===== config.mk =====
export PLATFORM = sky130hd
export DESIGN_NAME = div_ctrl
export DESIGN_NICKNAME = d
export VERILOG_FILES = /design/src/rtl/div_ctrl.sv
export SDC_FILE = /design/constraint.sdc
export NUM_CORES = 1
export LEC_CHECK = 0
export BUFFER_PORTS_ARGS = -buffer_cell sky130_fd_sc_hd__buf_4
export CORE_ASPECT_RATIO = 0.6
export CORE_MARGIN = 3
export CORE_UTILIZATION = 32
export DETAILED_ROUTE_END_ITERATION = 16
export PLACE_DENSITY_LB_ADDON = 0.3
export SYNTH_ARGS = -nofsm -noshare
export SYNTH_HDL_FRONTEND = slang
export SYNTH_SLANG_ARGS = --single-unit

===== constraint.sdc =====
create_clock -name clk -period 2.7 [get_ports clk]
set_input_delay 0.675 -clock clk [delete_from_list [all_inputs] [get_ports clk]]
set_output_delay 0.675 -clock clk [all_outputs]
set_load 0.01 [all_outputs]

===== src/rtl/div_ctrl.sv =====
// rtl/div_ctrl.sv - request/response front-end for the serial divider
//
// Purpose: accepts division requests and latches the operands. It answers
// divide-by-zero and signed overflow directly. Every other request goes to
// div_serial with a one-cycle start pulse. The result is held on a
// valid/ready output until the consumer takes it.
//
// Optional feature macro: DIV_CTRL_SHORTCUT_EN
//   defined   -> divisor==1 and unsigned dividend<divisor are answered in IDLE
//   undefined -> those cases go through the divider (same result, longer latency)
//
// Ports:
//   clk, rst                      clock, synchronous active-high reset
//   in_valid/in_ready             request handshake
//   in_sign, in_dividend,
//   in_divisor, in_id             request payload
//   out_valid/out_ready           result handshake
//   out_quotient, out_remainder,
//   out_id, out_dz                result payload (out_dz = divide-by-zero)
//   div_start                     one-cycle start pulse to the divider
//   div_done                      divider idle / result ready
//   div_sign, div_dividend,
//   div_divisor                   latched operands to the divider
//   div_quotient, div_remainder   divider results
module div_ctrl #(
  parameter int DATA_W = 32,
  parameter int ID_W   = 4
) (
  input  logic              clk,
  input  logic              rst,
  input  logic              in_valid,
  output logic              in_ready,
  input  logic              in_sign,
  input  logic [DATA_W-1:0] in_dividend,
  input  logic [DATA_W-1:0] in_divisor,
  input  logic [ID_W-1:0]   in_id,
  output logic              out_valid,
  input  logic              out_ready,
  output logic [DATA_W-1:0] out_quotient,
  output logic [DATA_W-1:0] out_remainder,
  output logic [ID_W-1:0]   out_id,
  output logic              out_dz,
  output logic              div_start,
  input  logic              div_done,
  output logic              div_sign,
  output logic [DATA_W-1:0] div_dividend,
  output logic [DATA_W-1:0] div_divisor,
  input  logic [DATA_W-1:0] div_quotient,
  input  logic [DATA_W-1:0] div_remainder
);

  localparam logic [1:0] S_IDLE  = 2'd0;
  localparam logic [1:0] S_ISSUE = 2'd1;
  localparam logic [1:0] S_WAIT  = 2'd2;
  localparam logic [1:0] S_RESP  = 2'd3;

  localparam logic [DATA_W-1:0] MIN_NEG = {1'b1, {(DATA_W-1){1'b0}}};
  localparam logic [DATA_W-1:0] ONE     = {{(DATA_W-1){1'b0}}, 1'b1};

  logic [1:0]        state_q, state_d;
  logic              sign_q, sign_d;
  logic [DATA_W-1:0] dividend_q, dividend_d;
  logic [DATA_W-1:0] divisor_q, divisor_d;
  logic [ID_W-1:0]   id_q, id_d;
  logic [DATA_W-1:0] quot_q, quot_d;
  logic [DATA_W-1:0] rem_q, rem_d;
  logic              dz_q, dz_d;
  logic              wait_first_q, wait_first_d;

  logic              div_by_zero;
  logic              sgn_ovf;
  logic              short_hit;
  logic [DATA_W-1:0] short_q;
  logic [DATA_W-1:0] short_r;

  // Classification of the incoming request, evaluated on the live inputs so
  // the special cases can be answered in the accept cycle.
  always_comb begin
    div_by_zero = (in_divisor == '0);
    sgn_ovf     = in_sign && (in_dividend == MIN_NEG) && (in_divisor == '1);
    short_hit   = 1'b0;
    short_q     = '0;
    short_r     = '0;
`ifdef DIV_CTRL_SHORTCUT_EN
    if (in_divisor == ONE) begin
      short_hit = 1'b1;
      short_q   = in_dividend;
      short_r   = '0;
    end else if (!in_sign && (in_dividend < in_divisor)) begin
      short_hit = 1'b1;
      short_q   = '0;
      short_r   = in_dividend;
    end
`endif
  end

  always_comb begin
    state_d      = state_q;
    sign_d       = sign_q;
    dividend_d   = dividend_q;
    divisor_d    = divisor_q;
    id_d         = id_q;
    quot_d       = quot_q;
    rem_d        = rem_q;
    dz_d         = dz_q;
    wait_first_d = wait_first_q;
    case (state_q)
      S_IDLE: begin
        if (in_valid) begin
          sign_d     = in_sign;
          dividend_d = in_dividend;
          divisor_d  = in_divisor;
          id_d       = in_id;
          dz_d       = 1'b0;
          if (div_by_zero) begin
            quot_d  = '1;
            rem_d   = in_dividend;
            dz_d    = 1'b1;
            state_d = S_RESP;
          end else if (sgn_ovf) begin
            quot_d  = in_dividend;
            rem_d   = '0;
            state_d = S_RESP;
          end else if (short_hit) begin
            quot_d  = short_q;
            rem_d   = short_r;
            state_d = S_RESP;
          end else begin
            state_d = S_ISSUE;
          end
        end
      end
      // Start is only issued to an idle divider; otherwise hold here.
      S_ISSUE: begin
        if (div_done) begin
          state_d      = S_WAIT;
          wait_first_d = 1'b1;
        end
      end
      // The divider may still report done in the cycle right after start,
      // so the first WAIT cycle never captures.
      S_WAIT: begin
        if (wait_first_q) begin
          wait_first_d = 1'b0;
        end else if (div_done) begin
          quot_d  = div_quotient;
          rem_d   = div_remainder;
          state_d = S_RESP;
        end
      end
      S_RESP: begin
        if (out_ready) begin
          state_d = S_IDLE;
        end
      end
      default: state_d = S_IDLE;
    endcase
  end

  always_ff @(posedge clk) begin
    if (rst) begin
      state_q      <= S_IDLE;
      sign_q       <= 1'b0;
      dividend_q   <= '0;
      divisor_q    <= '0;
      id_q         <= '0;
      quot_q       <= '0;
      rem_q        <= '0;
      dz_q         <= 1'b0;
      wait_first_q <= 1'b0;
    end else begin
      state_q      <= state_d;
      sign_q       <= sign_d;
      dividend_q   <= dividend_d;
      divisor_q    <= divisor_d;
      id_q         <= id_d;
      quot_q       <= quot_d;
      rem_q        <= rem_d;
      dz_q         <= dz_d;
      wait_first_q <= wait_first_d;
    end
  end

  // ISSUE always leaves on the cycle start fires, so start cannot repeat.
  assign div_start     = (state_q == S_ISSUE) && div_done;
  assign in_ready      = (state_q == S_IDLE);
  assign out_valid     = (state_q == S_RESP);
  assign out_quotient  = quot_q;
  assign out_remainder = rem_q;
  assign out_id        = id_q;
  assign out_dz        = dz_q;
  assign div_sign      = sign_q;
  assign div_dividend  = dividend_q;
  assign div_divisor   = divisor_q;

endmodule


After elaboration in Yosys (flattened, before gate mapping):

Index checks and enable logic that the tools add are counted.

* add/subtract/negate cells: 0
* reductions and logical operators: 11
* order comparisons: 0
* multiply operators: 0
* equality and inequality tests: 11
* bitwise gates (word level): 0
* shift operators: 0
* mux-type cells: 23
* divide/modulo/power cells: 0

Operator list (count)
* $mux W32: 10
* $pmux W32 S2: 2
* $eq A32 B32 Y1 const B: 2
* $logic_not A32 Y1: 1
* $mux W2: 7
* $reduce_and A5 Y1: 2
* $ne A2 B2 Y1 const B: 4
* $pmux W2 S4: 1
* $eq A2 B2 Y1 const B: 2
* $reduce_and A2 Y1: 2
* $reduce_bool A2 Y1: 2
* $logic_and A1 B1 Y1: 3
* $ne A3 B1 Y1 const B: 1
* $eq A2 B1 Y1 const B: 1
* $logic_not A2 Y1: 1
* $mux W1: 2
* $ne A2 B1 Y1 const B: 1
* $pmux W1 S2: 1

* memories: 0
* memory bits (read-only): 0
* bits in registers: 137
* word-level logic and storage cells: 54
* bits in latches: 0
* output and inout port bits: 137
* RAM bits: 0

Longest topological paths before layout:

* word-level depth: 7
* depth in mapped cells: 9
* depth with buffers taken out: 7

Least setup slack after synthesis:

No wires, ideal clock.

* path kind: input -> register
* from: in in_divisor[26]
* to: reg rem_q[10] (netlist: out_remainder[10])
* stages: 7
* path buffers: 2
* slack: 310 ps
* data arrival time: 2269 ps
* library setup time: 121 ps
* required time: 2579 ps
* cell sequence: nand4_1 > or4_1 > nor4_2 > a22oi_1 > buf_6 > buf_6 > mux2_4

* cells in the longest elaborated chain, start to end: 4
* elaborated cells on any way between the ends: 8

Ends and longest elaborated chain
* start: declaration: RTL line 35 `input logic [DATA_W-1:0] in_divisor,`
* $eq A32 B32 Y1 / $logic_not A32 Y1 (equally long branches): RTL line 80, 79
* $logic_and A1 B1 Y1 / $mux W32 (equally long branches): RTL line 80, 115
* $ne A3 B1 Y1 (no source line) / $mux W32 (equally long branches)
* $reduce_and A5 Y1 (no source line) / $pmux W32 S2 (equally long branches)
* end signal: assignment: RTL line 178 `rem_q <= rem_d;`
* end: declaration: RTL line 66 `logic [DATA_W-1:0] rem_q, rem_d;`

Several ways; a longest one is shown, not always the timed one. The select of a mux whose other input is x is not followed.
A chain may end at the register's enable or synchronous reset.

Final worst setup path:

* from: reg state_q[0]
* to: reg quot_q[17] (netlist: out_quotient[17])

* cells in the longest elaborated chain, start to end: 3
* elaborated cells on any way between the ends: 9

Ends and longest elaborated chain
* start: declaration: RTL line 60 `logic [1:0] state_q, state_d;`
* start signal: assignment: RTL line 172 `state_q <= state_d;`
* $eq A2 B2 Y1 / $logic_not A2 Y1 (equally long branches): RTL line 107 `case (state_q)`
* $ne A2 B2 Y1 (no source line), or another cell as far along
* $reduce_and A5 Y1 (no source line)
* end signal: assignment: RTL line 177 `quot_q <= quot_d;`
* end: declaration: RTL line 65 `logic [DATA_W-1:0] quot_q, quot_d;`

Several ways; a longest one is shown, not always the timed one.

==> flow_summary_export.csv <==
group,metric,value,unit
critical_path,crit_family,"buffers and inverters",
floorplan,die-area,22800,sq um
sta,setup_ws,0.339,ns
synthesis,ys_seq_area_frac,0.409,
cts,clock_latency,0.43,ns
global_routing,first_global_vias,6409,
final_layout,final_cell_mix,"buf_4, nand2_1, dfxtp_1",
cts,h-tree-depth,4,
final_layout,fill_cells,1972,
status,status,"completed",
final_layout,layout_commonest_cell,"buf_4",
place,pre_cts_slack,-0.107,ns
place,numPortBuffers,274,
synthesis,synthFlopType,"dfxtp_1",
cts,cts_made_buffers,17,
final_layout,area_growth_syn_to_layout,46.6,%
floorplan,core_area,20300,sq um
critical_path,required,3.05,ns
critical_path,cp-end-kind,"flip-flop",
sta,post-route-period-util,0.875,
power_and_ir_drop,power.density,787,nW/um^2
floorplan,die_x,193,um
detailed_routing,vias,6616,
synthesis,syn_inst,802,
critical_path,slowest_delay,0.34,ns
place,post-dp-hpwl,17900,um
job,cap_viol_max_count,0,
sta,holdWs,0.454,ns
final_layout,antenna_cells,0,
global_routing,grt_usage,0.211,
global_routing,grt_pass1_wl,37000,um
synthesis,ys_seq_elements,137,
critical_path,start_kind,"flip-flop",
synthesis,yosys_warnings,0,
cts,clkTransAtPathRegs,0.06,ns
floorplan,die_h,118,um
floorplan,rows,40,
cts,post_cts_buffers,0,
power_and_ir_drop,worst_ir_drop_vdd,0.000399,V
synthesis,avgSynthCellArea,8.36,sq um
cts,holdBufCountCts,0,
synthesis,synth_edf_count,0,
sta,tightest_slew,0.586,ns
final_layout,drive_gt1_frac,0.385,
critical_path,path_buf_inv,3,
sta,hold_viol_final,0,
place,place_inst,1320,
detailed_routing,drtIter0Drc,338,
critical_path,slowest_stage,"ha_1",
cts,cts_resized,0,
detailed_routing,wl_met3,2250,um
synthesis,synth_cell_type_count,38,
critical_path,crit_type,"flip-flop to flip-flop",
floorplan,io_pins,275,
sta,rsz0062_at_grt,"no",
power_and_ir_drop,p_leak,4.52,nW
detailed_routing,totalWireLength,24700,um
detailed_routing,wl_met2,10700,um
place,gp_congestion,0.838,
final_layout,final_util,0.485,
detailed_routing,antenna_left,0,
critical_path,worstPathArrival,2.71,ns
cts,clock_sinks,137,
floorplan,initial_core_util,0.331,
sta,slew_headroom,0.609,
global_routing,antenna_found_initial,0,
detailed_routing,drcViolationCount,0,
sta,skew,0.00742,ns
final_layout,final_net_count,1208,
critical_path,cp_max_fo,25,
cts,root_buffer,"clkbuf_16",
detailed_routing,top_layer,"met4",
final_layout,final_cells,1352,
detailed_routing,viasPerCell,4.89,
critical_path,crit_path_cell_trace,"inv_1 > ha_1 > nand2b_1 > a21boi_0 > and3_1 > a22oi_2 > buf_12 > buf_4 > mux2i_1",
synthesis,synth-async-reset-ratio,0,
detailed_routing,drt-met1-wl,11600,um
sta,drv_slew,0,
sta,finalSetupViolCount,0,
sta,fmax,423,MHz
detailed_routing,wl_per_cell,18.3,um
cts,clockBufferDepth,2,
sta,tns,0,ns
synthesis,netlist_area,6710,sq um
detailed_routing,dr.pass1.iters,4,
sta,period_minus_slack,2.36,ns
cts,cts_tree,"yes",
hold_path,min_path_type,"flip-flop to flip-flop",
synthesis,synth_nets,944,
global_routing,grt_max_degree,81,
global_routing,gr-total-overflow,0,
[path summary, 6_finish.rpt]
check,start,end,slack (ns),cells after the start
setup / recovery,state_q[0],out_quotient[17],0.34,9
hold / removal,div_dividend[31],div_dividend[31],0.45,2
setup reg to reg,state_q[0],out_quotient[17],0.34,9
hold reg to reg,div_dividend[31],div_dividend[31],0.45,2
[per-layer routing]
layer | vias up | global-route usage
li1 | 3264 | -
met3 | 14 | 0.0711
met4 | 0 | 0.0464
met1 | 3111 | 0.295
met5 | - | 0
met2 | 227 | 0.313
[per-stage QoR]
step           cell area, sq um  total power (W)
2_1_floorplan              6710          0.00413
3_3_place_gp               9230          0.00540
3_5_place_dp               9230          0.00543
4_1_cts                    9830          0.00782
5_1_grt                    9830          0.00815
6_report                   9830          0.00774
[worst reg2reg max path, cell delays in order (launching register included)]
cell and delay, ns:
dfxtp_1 0.32, inv_1 0.15, ha_1 0.34, nand2b_1 0.12
a21boi_0 0.17, and3_1 0.18, a22oi_2 0.29, buf_12 0.26
buf_4 0.25, mux2i_1 0.20
[power breakdown]
part           switching, W  leakage [nW]  internal (W)
logic               0.00148          3.12       0.00129
clock network      0.000917         0.287       0.00145
registers          0.000207          1.12       0.00238
[cell type report]
| class | instances | area, sq um | share of cell area |
|---|---|---|---|
| Inverter | 37 | 139 | 0.0141 |
| Clock inverter | 11 | 119 | 0.0121 |
| Tap cell | 273 | 342 | 0.0347 |
| Sequential cell | 137 | 2740 | 0.279 |
| Timing Repair Buffer | 313 | 2450 | 0.250 |
| Clock buffer | 21 | 480 | 0.0489 |
| Multi-Input combinational cell | 560 | 3560 | 0.362 |
[synthesized netlist by cell type (all sizes together) (2+ instances only)]
cell      n  area share
nand2   175       0.098
dfxtp   137        0.41
a21oi   105       0.078
clkbuf   58       0.032
inv      37       0.021
nand2b   35       0.033
nor2     35       0.020
nor2b    33       0.031
a221o    32       0.048
mux2     32       0.069
mux2i    32       0.048
or4b     32       0.048
nor4     13       0.013
buf      10       0.011
nand4     8      0.0075
ha        4      0.0075
nor4bb    3      0.0045
and2      2      0.0019
and3      2      0.0019
nor4b     2      0.0026
o21ai     2      0.0015
[kinds of logic (layout without fill, tap and decap cells)]
group                    count (synthesis)  count (layout)  synth area share
AO/OA/AOI/OAI                          145             145             0.135
AND/OR/NAND/NOR                        347             347             0.268
flip-flops                             137             137             0.409
multiplexers                            64              64             0.117
buffers and inverters                  105             382            0.0638
adder cells (fa/ha/maj)                  4               4           0.00746
[registers in the layout, summed over array words and instances (netlist names)]
| signal | cells |
|---|---|
| div_dividend | 32 |
| wait_first_q | 1 |
| state_q | 2 |
| div_sign | 1 |
| out_dz | 1 |
| out_quotient | 32 |
| out_id | 4 |
| div_divisor | 32 |
| out_remainder | 32 |
Power figures use the tool's default switching activity.
